--- src/rtl/serial_addsub_unit_if.sv ---
// Operand/result bundle for the bit-serial adder/subtractor.
// The master drives the start request and operands; the slave returns status and result.
interface serial_addsub_unit_if #(
    parameter int WIDTH = 8
);
    logic             st;
    logic             mode;
    logic             acc_en;
    logic [WIDTH-1:0] a;
    logic [WIDTH-1:0] b;
    logic             busy;
    logic             done;
    logic [WIDTH-1:0] result;
    logic             z;
    logic             n;
    logic             v;
    logic             c;

    modport master (
        output st, mode, acc_en, a, b,
        input  busy, done, result, z, n, v, c
    );

    modport slave (
        input  st, mode, acc_en, a, b,
        output busy, done, result, z, n, v, c
    );
endinterface

--- src/rtl/serial_addsub_unit.sv ---
// Bit-serial adder/subtractor: one result bit per clock, LSB first, with a
// start/busy/done handshake, accumulate mode and registered Z/N/V/C flags.
module serial_addsub_unit #(
    parameter int WIDTH = 8
) (
    input  logic                 clk,
    input  logic                 rst,
    serial_addsub_unit_if.slave  bus
);
    localparam int CW = $clog2(WIDTH);
    localparam logic [CW-1:0] LAST = CW'(WIDTH - 1);

    typedef enum logic [1:0] {
        IDLE,
        SHIFT,
        DONE
    } state_t;

    state_t           state;
    state_t           state_next;
    logic [WIDTH-1:0] acc_sr;
    logic [WIDTH-1:0] a_sr;
    logic [WIDTH-1:0] b_sr;
    logic [CW-1:0]    cnt;
    logic             cb;
    logic             mode_q;
    logic [WIDTH-1:0] result_q;
    logic             z_q;
    logic             n_q;
    logic             v_q;
    logic             c_q;

    logic             bit_a;
    logic             bit_b;
    logic             sum_bit;
    logic             cb_next;
    logic             last;
    logic [WIDTH-1:0] assembled;

    assign bit_a     = a_sr[0];
    assign bit_b     = b_sr[0];
    assign sum_bit   = bit_a ^ bit_b ^ cb;
    assign cb_next   = mode_q ? ((bit_a & bit_b) | (bit_a & cb) | (bit_b & cb))
                              : ((~bit_a & bit_b) | (~bit_a & cb) | (bit_b & cb));
    assign last      = (cnt == LAST);
    assign assembled = {sum_bit, acc_sr[WIDTH-1:1]};

    always_ff @(posedge clk or posedge rst) begin
        if (rst) begin
            state <= IDLE;
        end else begin
            state <= state_next;
        end
    end

    always_comb begin
        state_next = state;
        case (state)
            IDLE:    if (bus.st) state_next = SHIFT;
            SHIFT:   if (last) state_next = DONE;
            DONE:    state_next = IDLE;
            default: state_next = IDLE;
        endcase
    end

    always_comb begin
        bus.busy = 1'b0;
        bus.done = 1'b0;
        case (state)
            SHIFT:   bus.busy = 1'b1;
            DONE:    bus.done = 1'b1;
            default: ;
        endcase
    end

    // Accumulate mode feeds the last completed result back in as operand A.
    always_ff @(posedge clk or posedge rst) begin
        if (rst) begin
            acc_sr <= '0;
            a_sr   <= '0;
            b_sr   <= '0;
            cnt    <= '0;
            cb     <= 1'b0;
            mode_q <= 1'b0;
        end else begin
            case (state)
                IDLE: begin
                    if (bus.st) begin
                        a_sr   <= bus.acc_en ? result_q : bus.a;
                        b_sr   <= bus.b;
                        mode_q <= bus.mode;
                        cb     <= 1'b0;
                        cnt    <= '0;
                    end
                end
                SHIFT: begin
                    acc_sr <= assembled;
                    a_sr   <= {1'b0, a_sr[WIDTH-1:1]};
                    b_sr   <= {1'b0, b_sr[WIDTH-1:1]};
                    cb     <= cb_next;
                    cnt    <= cnt + 1'b1;
                end
                default: ;
            endcase
        end
    end

    // On the final shift the operand LSBs hold the original operand MSBs,
    // which is exactly what the overflow rule needs.
    always_ff @(posedge clk or posedge rst) begin
        if (rst) begin
            result_q <= '0;
            z_q      <= 1'b0;
            n_q      <= 1'b0;
            v_q      <= 1'b0;
            c_q      <= 1'b0;
        end else if (state == SHIFT && last) begin
            result_q <= assembled;
            z_q      <= (assembled == '0);
            n_q      <= sum_bit;
            c_q      <= cb_next;
            v_q      <= mode_q ? ((bit_a == bit_b) && (sum_bit != bit_a))
                               : ((bit_a != bit_b) && (sum_bit != bit_a));
        end
    end

    assign bus.result = result_q;
    assign bus.z      = z_q;
    assign bus.n      = n_q;
    assign bus.v      = v_q;
    assign bus.c      = c_q;
endmodule

--- src/flat_wrapper.sv ---
// flat-port wrapper written by rule: the top's interface ports become plain ports
module serial_addsub_unit_flat 
#(
    parameter int WIDTH = 8
)
  (clk, rst, bus_st, bus_mode, bus_acc_en, bus_a, bus_b, bus_busy, bus_done, bus_result, bus_z, bus_n, bus_v, bus_c);
  serial_addsub_unit_if #(.WIDTH(WIDTH)) bus_i ();
  input  logic clk;
  input  logic rst;
  input wire logic [$bits(bus_i.st)-1:0] bus_st;
  input wire logic [$bits(bus_i.mode)-1:0] bus_mode;
  input wire logic [$bits(bus_i.acc_en)-1:0] bus_acc_en;
  input wire logic [$bits(bus_i.a)-1:0] bus_a;
  input wire logic [$bits(bus_i.b)-1:0] bus_b;
  output wire logic [$bits(bus_i.busy)-1:0] bus_busy;
  output wire logic [$bits(bus_i.done)-1:0] bus_done;
  output wire logic [$bits(bus_i.result)-1:0] bus_result;
  output wire logic [$bits(bus_i.z)-1:0] bus_z;
  output wire logic [$bits(bus_i.n)-1:0] bus_n;
  output wire logic [$bits(bus_i.v)-1:0] bus_v;
  output wire logic [$bits(bus_i.c)-1:0] bus_c;
  assign bus_i.st = bus_st;
  assign bus_i.mode = bus_mode;
  assign bus_i.acc_en = bus_acc_en;
  assign bus_i.a = bus_a;
  assign bus_i.b = bus_b;
  assign bus_busy = bus_i.busy;
  assign bus_done = bus_i.done;
  assign bus_result = bus_i.result;
  assign bus_z = bus_i.z;
  assign bus_n = bus_i.n;
  assign bus_v = bus_i.v;
  assign bus_c = bus_i.c;
  serial_addsub_unit #(.WIDTH(WIDTH)) u_core (.clk(clk), .rst(rst), .bus(bus_i));
endmodule
--- config.mk ---
export PLATFORM = sky130hd
export DESIGN_NAME = serial_addsub_unit_flat
export DESIGN_NICKNAME = d
export VERILOG_FILES = /design/src/rtl/serial_addsub_unit_if.sv /design/src/rtl/serial_addsub_unit.sv /design/src/flat_wrapper.sv
export SDC_FILE = /design/constraint.sdc
export NUM_CORES = 1
export LEC_CHECK = 0
export CORE_AREA = 2 2 85 87
export DETAILED_ROUTE_END_ITERATION = 8
export DIE_AREA = 0 0 87 89
export PLACE_DENSITY = 0.56
export SETUP_SLACK_MARGIN = 0.2
export SYNTH_ARGS = -nofsm -noshare
export SYNTH_HDL_FRONTEND = slang
export SYNTH_SLANG_ARGS = --single-unit
--- constraint.sdc ---
create_clock -name clk -period 2.5 [get_ports clk]
set_input_delay 0.5 -clock clk [delete_from_list [all_inputs] [get_ports clk]]
set_output_delay 0.5 -clock clk [all_outputs]
set_load 0.05 [all_outputs]
==> flow_metrics.tcl, run 1 <==
set metrics [dict create \
    totalPowerFinal_mw 3.05 \
    grt_pass1_vias 1361 \
    die_h_um 89 \
    final.hold.worst_slack_ns 0.499 \
    timing.critical_path.arrival_ns 1.69 \
    rsz0062_at_grt "no" \
    clk_pin_slew_worst_paths_ns 0.08 \
    syn_nets 204 \
    detail_route.first_pass.iterations 4 \
    synth_edf_count 0 \
    crit_path_top_delay_cell "clkdlybuf4s50_1" \
    synth_most_common_cell "nand2_1" \
    finish.instance_area_um2 2360 \
    fin_worst_skew_ns 0.00848 \
    setup.worst_path.start "u_core.state[0]$_DFFE_PP0P_" \
    hold_path_startpoint "u_core.bus.c$_DFFE_PP0P_" \
    first_pass_grt_wire_length_um 6550 \
    yosys.cell_types.count 30 \
    postPlaceCellArea_um2 2270 \
    final_net_count 238 \
    synth_top_area_share_pct 55.4 \
    detail_route.iter0.violations 79 \
    timing.max_cap.violations 0 \
    proportion_of_layout_cells_with_a_drive_suffix_above_1_pct 7.48 \
    fillers 663 \
    cts_made_buffers 5 \
    cts_max_path_buffers 2 \
    die_area_um2 7740 \
    io_buffers 34 \
    route.vias.total 1363 \
    core_region_area_um2 6720 \
    outcome "finished, final reports clean" \
    drt_wl_total_um 3970 \
    final-hold-violation-count 0 \
    tritoncts "built" \
    overflow 0 \
    clock.fmax_mhz 456 \
    path_class "flip-flop to output port" \
    synth.top_cells.by_area "dfrtp_1 (55%), nand2_1 (9.3%), mux2i_1 (4.3%), mux2_1 (4.3%), a221o_1 (3.8%)" \
    io_pins 35 \
    gate_count_post_synth 179 \
    vdd_drop_max_mv 0.285 \
    initial_core_util_pct 27.6 \
    antennaDiodeCount 0 \
    die_w_um 87 \
    synth_top_cells_by_count "nand2_1 (46), dfrtp_1 (41), nor2_1 (14)" \
    final_min_period_over_clock_period_pct 87.7 \
    clkSinkCount 41 \
    netlist_area_um2 1850 \
    gp_congestion 0.721 \
    final_util_pct 35.1 \
    grt_max_degree 42 \
    timing.final.crit_period_ns 2.19 \
    power-per-cell-area_nw_per_um2 1290 \
    post-cts-setup-buffer-count 0 \
    cts_root_buf "clkbuf_8" \
    dp_hpwl_um 2830 \
    setup_total_negative_slack_ns 0 \
    ys_seq_area_share_pct 55.4 \
    cts_hold_buf 0 \
    synth_seq_cells 41 \
    async_reset_ff_share_pct 100 \
    cp_max_fo 6 \
    timing_max_transition_violations_final 0 \
    drc 0 \
    wl_per_cell_um 13.5 \
    groute.usage.overall_pct 11.2 \
    max_slew_headroom_at_the_worst_pin_pct 57.3 \
    synth_ff_type "dfrtp_1" \
    grt_antenna_before_repair 0 \
    post_cts_resize_count 0 \
    yosys.area.top_type "dfrtp_1" \
    critPathLaunchType "flip-flop" \
    setup.worst_path.end_class "output port" \
    rows 30 \
    htree_num_levels 2 \
    finalSetupViolCount 0 \
    leakage_nw 1.07 \
    ys_warn_count 0 \
    critical-path-max-stage-delay_ns 0.81 \
    rr_startpoint "u_core.cnt[0]$_DFFE_PP0P_" \
    cp_data_required_time_ns 2.00 \
    timing.hold.worst.class "flip-flop to flip-flop" \
    via_count_normalized_by_instance_count 4.64 \
    drt.antenna.violating_nets 0 \
    timing_worst_slew_pin_value_ns 0.640 \
    syn_avg_cell_area_um2 10.3 \
    clock_latency_on_the_worst_skew_pair_ns 0.30 \
    area_delta_synth_final_pct 27.5 \
    timing.critical_path.cells "nor2b_1 -> clkdlybuf4s50_1" \
]
-- final cells by class --
cell class	instances	area, um^2	share of cell area [%]
Clock buffer	5	68.8	2.91
Clock inverter	3	22.5	0.954
Inverter	4	15.0	0.636
Multi-Input combinational cell	125	763	32.3
Sequential cell	41	1030	43.5
Tap cell	80	100	4.24
Timing Repair Buffer	36	365	15.5
-- cells in the final DEF (no fill, tap or decap), types with 3 or more instances in the layout --
cell             count
a221o_1              7
a31oi_1              8
clkbuf_8             5
clkdlybuf4s50_1     33
clkinvlp_4           3
dfrtp_1             41
ha_1                 4
mux2_1               7
mux2i_1              8
nand2_1             46
nand3_1              7
nor2_1              14
o21ai_1              8
-- cells by family after synthesis --
logic type,after synthesis,share of synthesized area (%)
compound gates,26,9.73
simple gates,77,18.6
fa+ha+maj,4,2.70
xor+xnor,2,0.946
buf+inv,13,3.38
flops,41,55.4
mux,16,9.19
-- flip-flops by register name, indices dropped and copies added (netlist names) --
register and count:
u_core.state 2, u_core.bus.n 1, u_core.a_sr 8, u_core.mode_q 1, u_core.bus.c 1, u_core.bus.v 1, u_core.cb 1, u_core.cnt 3
u_core.bus.z 1, u_core.bus.result 7, u_core.acc_sr 7, u_core.b_sr 8
-- final timing paths --
| check | end | slack (ns) | cells past startpoint |
|---|---|---|---|
| max | bus_done | 0.31 | 2 |
| min | u_core.bus.c$_DFFE_PP0P_ | 0.50 | 2 |
| max reg2reg | u_core.bus.result[6]$_DFFE_PP0P_ | 0.84 | 4 |
| min reg2reg | u_core.bus.c$_DFFE_PP0P_ | 0.50 | 2 |
| max in group asynchronous | u_core.bus.v$_DFFE_PP0P_ | 1.52 | 3 |
| min in group asynchronous | u_core.a_sr[5]$_DFFE_PP0P_ | 0.63 | 3 |
-- routing by layer --
| layer | wire length [um] | track usage (%) |
|---|---|---|
| met1 | 1910 | 14.4 |
| met2 | 1820 | 17.5 |
| met3 | 179 | 3.51 |
| met4 | 57 | 5.11 |
| met5 | 0 | 0 |
-- power by group --
part	switching, mW	total, mW	internal [mW]
Clock	0.241	0.437	0.196
Sequential	0.243	1.20	0.958
Combinational	0.861	1.41	0.549
Total	1.34	3.05	1.70
-- worst max-delay path: cells and delay by family (launching register included) --
family,cells,cell delay (ns)
buffers and inverters,1,0.81
DFF,1,0.45
and+or+nand+nor,1,0.14
-- per-stage QoR --
| step | instances | setup slack, ns |
|---|---|---|
| floorplan | 179 | 0.863 |
| global placement | 286 | 0.553 |
| detailed placement | 286 | 0.523 |
| CTS | 294 | 0.295 |
| global route | 294 | 0.260 |
| finish | 294 | 0.307 |
(Power assumes the default switching activity.)
==> run 2, diff against run 1 <==
Settings changed: ABC_CLOCK_PERIOD_IN_PS set to 2500.
==> results of run 2 <==
Same layout as run 1: the final DEF is identical, and so are final timing and power.
==> run 3, diff against run 2 <==
Settings changed: ABC_CLOCK_PERIOD_IN_PS 2500 to 2300, GPL_TIMING_DRIVEN set to 0.
Clock period 2.5 ns to 2.3 ns, I/O delays scaled along.
==> flow_metrics.tcl, run 3 (same netlist as run 1, synthesis figures left out) <==
set metrics [dict create \
    outcome "finished, final reports clean" \
    timing.final.crit_period_ns 2.01 \
    overflow 0 \
    critPathLaunchType "flip-flop" \
    cts_made_buffers 5 \
    route.vias.total 1398 \
    power_switching_mw 1.48 \
    timing_worst_slew_pin_value_ns 0.846 \
    detail_route.first_pass.iterations 4 \
    seq_power_share_pct 37.9 \
    fin_worst_skew_ns 0.00686 \
    drt_wl_total_um 4110 \
    wl_per_cell_um 13.7 \
    numPlacedInstances 292 \
    switching_share_pct 42.6 \
    initial_core_util_pct 27.6 \
    clock.fmax_mhz 498 \
    final_cell_mix "nand2_1 (46), dfrtp_1 (41), clkdlybuf4s50_1 (29)" \
    via_count_normalized_by_instance_count 4.66 \
    setup.reg_to_reg.worst_slack_ns 0.56 \
    grt_max_degree 42 \
    clock_latency_on_the_worst_skew_pair_ns 0.29 \
    fillers 676 \
    proportion_of_layout_cells_with_a_drive_suffix_above_1_pct 10.0 \
    finish.cell_count_without_fillers 300 \
    cp_data_required_time_ns 1.84 \
    post-cts-setup-buffer-count 0 \
    rr_worst_depth 5 \
    first_pass_grt_wire_length_um 6710 \
    final_util_pct 35.7 \
    cts_root_buf "clkbuf_8" \
    detail_route.iter0.violations 62 \
    grt_antenna_before_repair 0 \
    rr_startpoint "u_core.cnt[0]$_DFFE_PP0P_" \
    cts_max_path_buffers 2 \
    finalSetupViolCount 0 \
    postPlaceCellArea_um2 2280 \
    reg_top3 "u_core.a_sr (8), u_core.b_sr (8)" \
    final_net_count 244 \
    worst-path-stages 1 \
    area_delta_synth_final_pct 29.6 \
    drc 0 \
    gp_congestion 0.739 \
    cts_hold_buf 0 \
    power.combinational.fraction_pct 44.7 \
    final-hold-violation-count 0 \
    leakage_nw 1.12 \
    grt_pass1_vias 1365 \
    timing.critical_path.cells "clkdlybuf4s50_1" \
    vdd_drop_max_mv 0.334 \
    io_buffers 33 \
    timing_max_transition_violations_final 0 \
    holdPathStages 1 \
    power-per-cell-area_nw_per_um2 1440 \
    path_buf_inv 1 \
    r2r_end "u_core.bus.result[0]$_DFFE_PP0P_" \
    max_slew_headroom_at_the_worst_pin_pct 43.5 \
    post_cts_resize_count 5 \
    cp_max_fo 3 \
    final.hold.worst_slack_ns 0.493 \
    dp_hpwl_um 2970 \
    setup.worst_path.end_class "output port" \
    timing.critical_path.arrival_ns 1.55 \
    core_region_area_um2 6720 \
    holdPathEnd "u_core.cnt[0]$_DFFE_PP0P_" \
    drt.antenna.violating_nets 0 \
    antennaDiodeCount 0 \
    finish.instance_area_um2 2400 \
    cellInternalPower_mw 1.99 \
    die_area_um2 7740 \
    rows 30 \
    timing.max_cap.violations 0 \
    tritoncts "built" \
    cp_delay_by_family_top "buffers and inverters" \
    crit_path_top_delay_cell "clkdlybuf4s50_1" \
    layout_commonest_cell "nand2_1" \
    p_clk_share_pct 17.4 \
    timing.hold.worst.class "flip-flop to flip-flop" \
    die_w_um 87 \
    clk_pin_slew_worst_paths_ns 0.08 \
    hold_path_startpoint "u_core.cnt[0]$_DFFE_PP0P_" \
    clkSinkCount 41 \
    rsz0062_at_grt "no" \
    die_h_um 89 \
    htree_num_levels 2 \
    groute.usage.overall_pct 11.2 \
    final_min_period_over_clock_period_pct 87.3 \
    path_class "flip-flop to output port" \
    io_pins 35 \
    critical-path-max-stage-delay_ns 0.83 \
]
[run 3: power by group through the flow]
stage	Combinational (mW)	Clock (mW)	Sequential, mW
floorplan	0.840	0	1.55
global placement	1.55	0	1.32
detailed placement	1.57	0	1.32
CTS	1.57	0.619	1.31
global route	1.70	0.650	1.36
finish	1.55	0.603	1.31
[run 3: area by class of cell]
class	count	area, um^2	area share, %
repair buffers	33	328	13.7
multi-input cells	125	763	31.8
flip-flops and latches	41	1030	42.8
inverters	4	15.0	0.626
plain buffers	9	47.5	1.98
well taps	80	100	4.17
clock inverters	2	37.5	1.56
clock buffers	6	82.6	3.44
[run 3: worst max-delay path by stage]
stage                                           from                        end  slack [ns]
finish              u_core.bus.result[5]$_DFFE_PP0P_              bus_result[5]        0.29
global route             u_core.state[1]$_DFFE_PP0P_                   bus_busy        0.20
CTS                      u_core.state[1]$_DFFE_PP0P_                   bus_busy        0.14
detailed placement       u_core.state[1]$_DFFE_PP0P_                   bus_busy        0.03
global placement                                 rst  u_core.cnt[2]$_DFFE_PP0P_       -0.02
floorplan                u_core.state[0]$_DFFE_PP0P_                   bus_done        0.70
[run 3: stage by stage]
step	setup WS [ns]	power, mW	setup TNS [ns]
floorplan	0.703	2.39	0
global placement	-0.0233	2.87	-0.910
detailed placement	0.0335	2.90	0
CTS	0.140	3.50	0
global route	0.202	3.71	0
finish	0.291	3.46	0
[run 3: per-layer routing]
layer / vias to the layer above / wire length, um / share of wire (%) / GRT usage [%]
met5: - / 0 / 0 / 0
met4: 0 / 36 / 0.88 / 3.84
met3: 4 / 200 / 4.9 / 3.60
met2: 19 / 1840 / 45 / 17.1
met1: 675 / 2040 / 50 / 15.1
li1: 700 / - / - / -
==> edit, RTL diff (flow settings as in run 2) <==
Reset style: synchronous (`rst`), changed in 3 clocked blocks.
--- a/src/rtl/serial_addsub_unit.sv
+++ b/src/rtl/serial_addsub_unit.sv
@@ -45,7 +45,7 @@
     assign last      = (cnt == LAST);
     assign assembled = {sum_bit, acc_sr[WIDTH-1:1]};
 
-    always_ff @(posedge clk or posedge rst) begin
+    always_ff @(posedge clk) begin
         if (rst) begin
             state <= IDLE;
         end else begin
@@ -74,7 +74,7 @@
     end
 
     // Accumulate mode feeds the last completed result back in as operand A.
-    always_ff @(posedge clk or posedge rst) begin
+    always_ff @(posedge clk) begin
         if (rst) begin
             acc_sr <= '0;
             a_sr   <= '0;
@@ -107,7 +107,7 @@
 
     // On the final shift the operand LSBs hold the original operand MSBs,
     // which is exactly what the overflow rule needs.
-    always_ff @(posedge clk or posedge rst) begin
+    always_ff @(posedge clk) begin
         if (rst) begin
             result_q <= '0;
             z_q      <= 1'b0;
Check against the original RTL: differs if rst is asserted again (counterexample within 4 cycles, from zero or initial values and one cycle with rst high); with rst held inactive, the same outputs for 10 cycles.
==> edit against run 2 <==
- cell area down 2.4%
- sequential cell count unchanged
- synthesized cell count up 18%
- via count up 12%
- routed wire length up 6.5%
- worst setup slack worse by 0.0081 ns
- area after synthesis down 3.4%
- highest routed layer unchanged
Power is not compared: it rests on default switching activity, and its combinational part moved more than twofold at a synthesized area within 25%.
==> edit: results (changes against run 2) <==
Cells and area
  • Nonclk inv count: 2 (was 4)
  • Repair and plain buffers: 41 (was 36)
  • Multi-input gates: 152 (was 125)
  • Layout cells sized above 1: 10.7% (was 7.48%)
  • Buffer share of cell area: 16.9% (was 15.5%)
  • Clock network area share: 5.00% (was 3.87%)
  • Fill cell count: 699 (was 663)
  • Sequential cell area share: 35.6% (was 43.5%)
  • Fin nets: 268 (was 238)
  • Layout area overhead: 28.8% (was 27.5%)
  • Multi-input logic portion of the cell area: 37.8% (was 32.3%)
  • Final Non-Filler Cells: 324 (was 294)
  • Seq_cells: 41 (unchanged)

Place
  • Post-DP Area: 2190 µm² (was 2270 µm²)
  • Inst Count DP: 316 (was 286)
  • Gpl congestion: 0.724 (was 0.721)
  • DP HPWL: 2.92 mm (was 2.83 mm)
  • Pre-CTS setup slack: 0.492 ns (was 0.523 ns)

Synthesis
  • Commonest cells post-synth: nand2_1, dfxtp_1, a21oi_1, nor2_1 (was nand2_1, dfrtp_1, nor2_1)
  • Syn avg cell area: 8.47 µm² (was 10.3 µm²)
  • Fraction of the mapped netlist area in adder cells: 2.80% (was 2.70%)
  • Seq/Total Area, Yosys: 45.9% (was 55.4%)
  • XOR/XNOR Fraction of Synth Area: 0.980% (was 0.946%)
  • Complex-gate fraction of the synthesized area: 17.2% (was 9.73%)
  • Ranking of synthesized cells by area: dfxtp_1, nand2_1, a21oi_1 (was dfrtp_1, nand2_1, mux2i_1)
  • Synth unique cells: 34 (was 30)
  • Post-synth ARST share: 0% (was 100%)
  • Commonest register cell after synthesis: dfxtp_1 (was dfrtp_1)
  • Synth Net Count: 236 (was 204)

GRT
  • Met3 usage: 3.32% (was 3.51%)
  • First-pass GRT wire length: 7.00 mm (was 6.55 mm)
  • Met1 Usage GRT: 15.9% (was 14.4%)
  • Pin count of the biggest net entering global routing: 29 (was 42)
  • Vias in the first global route: 1428 (was 1361)

Detailed routing
  • Initial DRC count: 100 (was 79)
  • DRT Wirelength: 4.23 mm (was 3.97 mm)
  • Drt pass-1 iters: 4 (unchanged)
  • M1 WL: 2.11 mm (was 1.91 mm)
  • Routed wire length on met2: 1.87 mm (was 1.82 mm)
  • Met3 WL post-DR: 178 µm (was 179 µm)
  • Via density: 4.73 (was 4.64)

CTS
  • CTS max path bufs: 2 (unchanged)
  • Num CTS Buffers: 5 (unchanged)

STA
  • Worst-margin pin slew: 0.578 ns (was 0.640 ns)
  • Clk_skew: 0.0137 ns (was 0.00848 ns)

Power
  • Seq pwr: 0.000695 W
  • P_comb: 0.000164 W
  • Pleak: slightly above 0.8 nW

Run status
  • Status: finished, final reports clean (unchanged)

Worst setup path
  • Critical-path maximum fanout: 7 (was 6)
-- edit: cell types whose count changed in the layout (fill, tap and decap cells not counted), moves of 7 or more --
cell             run 2  this run
mux2_1               7         0
mux2_2               1         8
nand2_1             46        58
dfrtp_1             41         0
mux2i_1              8         1
a311oi_1             0         8
a221o_1              7         0
dfxtp_1              0        41
o21ai_1              8         0
a21oi_1              1        28
a31oi_1              8         0
a22oi_1              0         7
-- edit: path summary, 6_finish.rpt --
| kind | start | endpoint | slack (ns) |
|---|---|---|---|
| max | u_core.state[1]$_SDFFE_PP0P_ | bus_done | 0.30 |
| max reg2reg | u_core.cnt[0]$_SDFFE_PP0P_ | u_core.bus.c$_SDFFE_PP0P_ | 0.78 |
| min | u_core.bus.z$_SDFFE_PP0P_ | u_core.bus.z$_SDFFE_PP0P_ | 0.46 |
| min reg2reg | u_core.bus.z$_SDFFE_PP0P_ | u_core.bus.z$_SDFFE_PP0P_ | 0.46 |
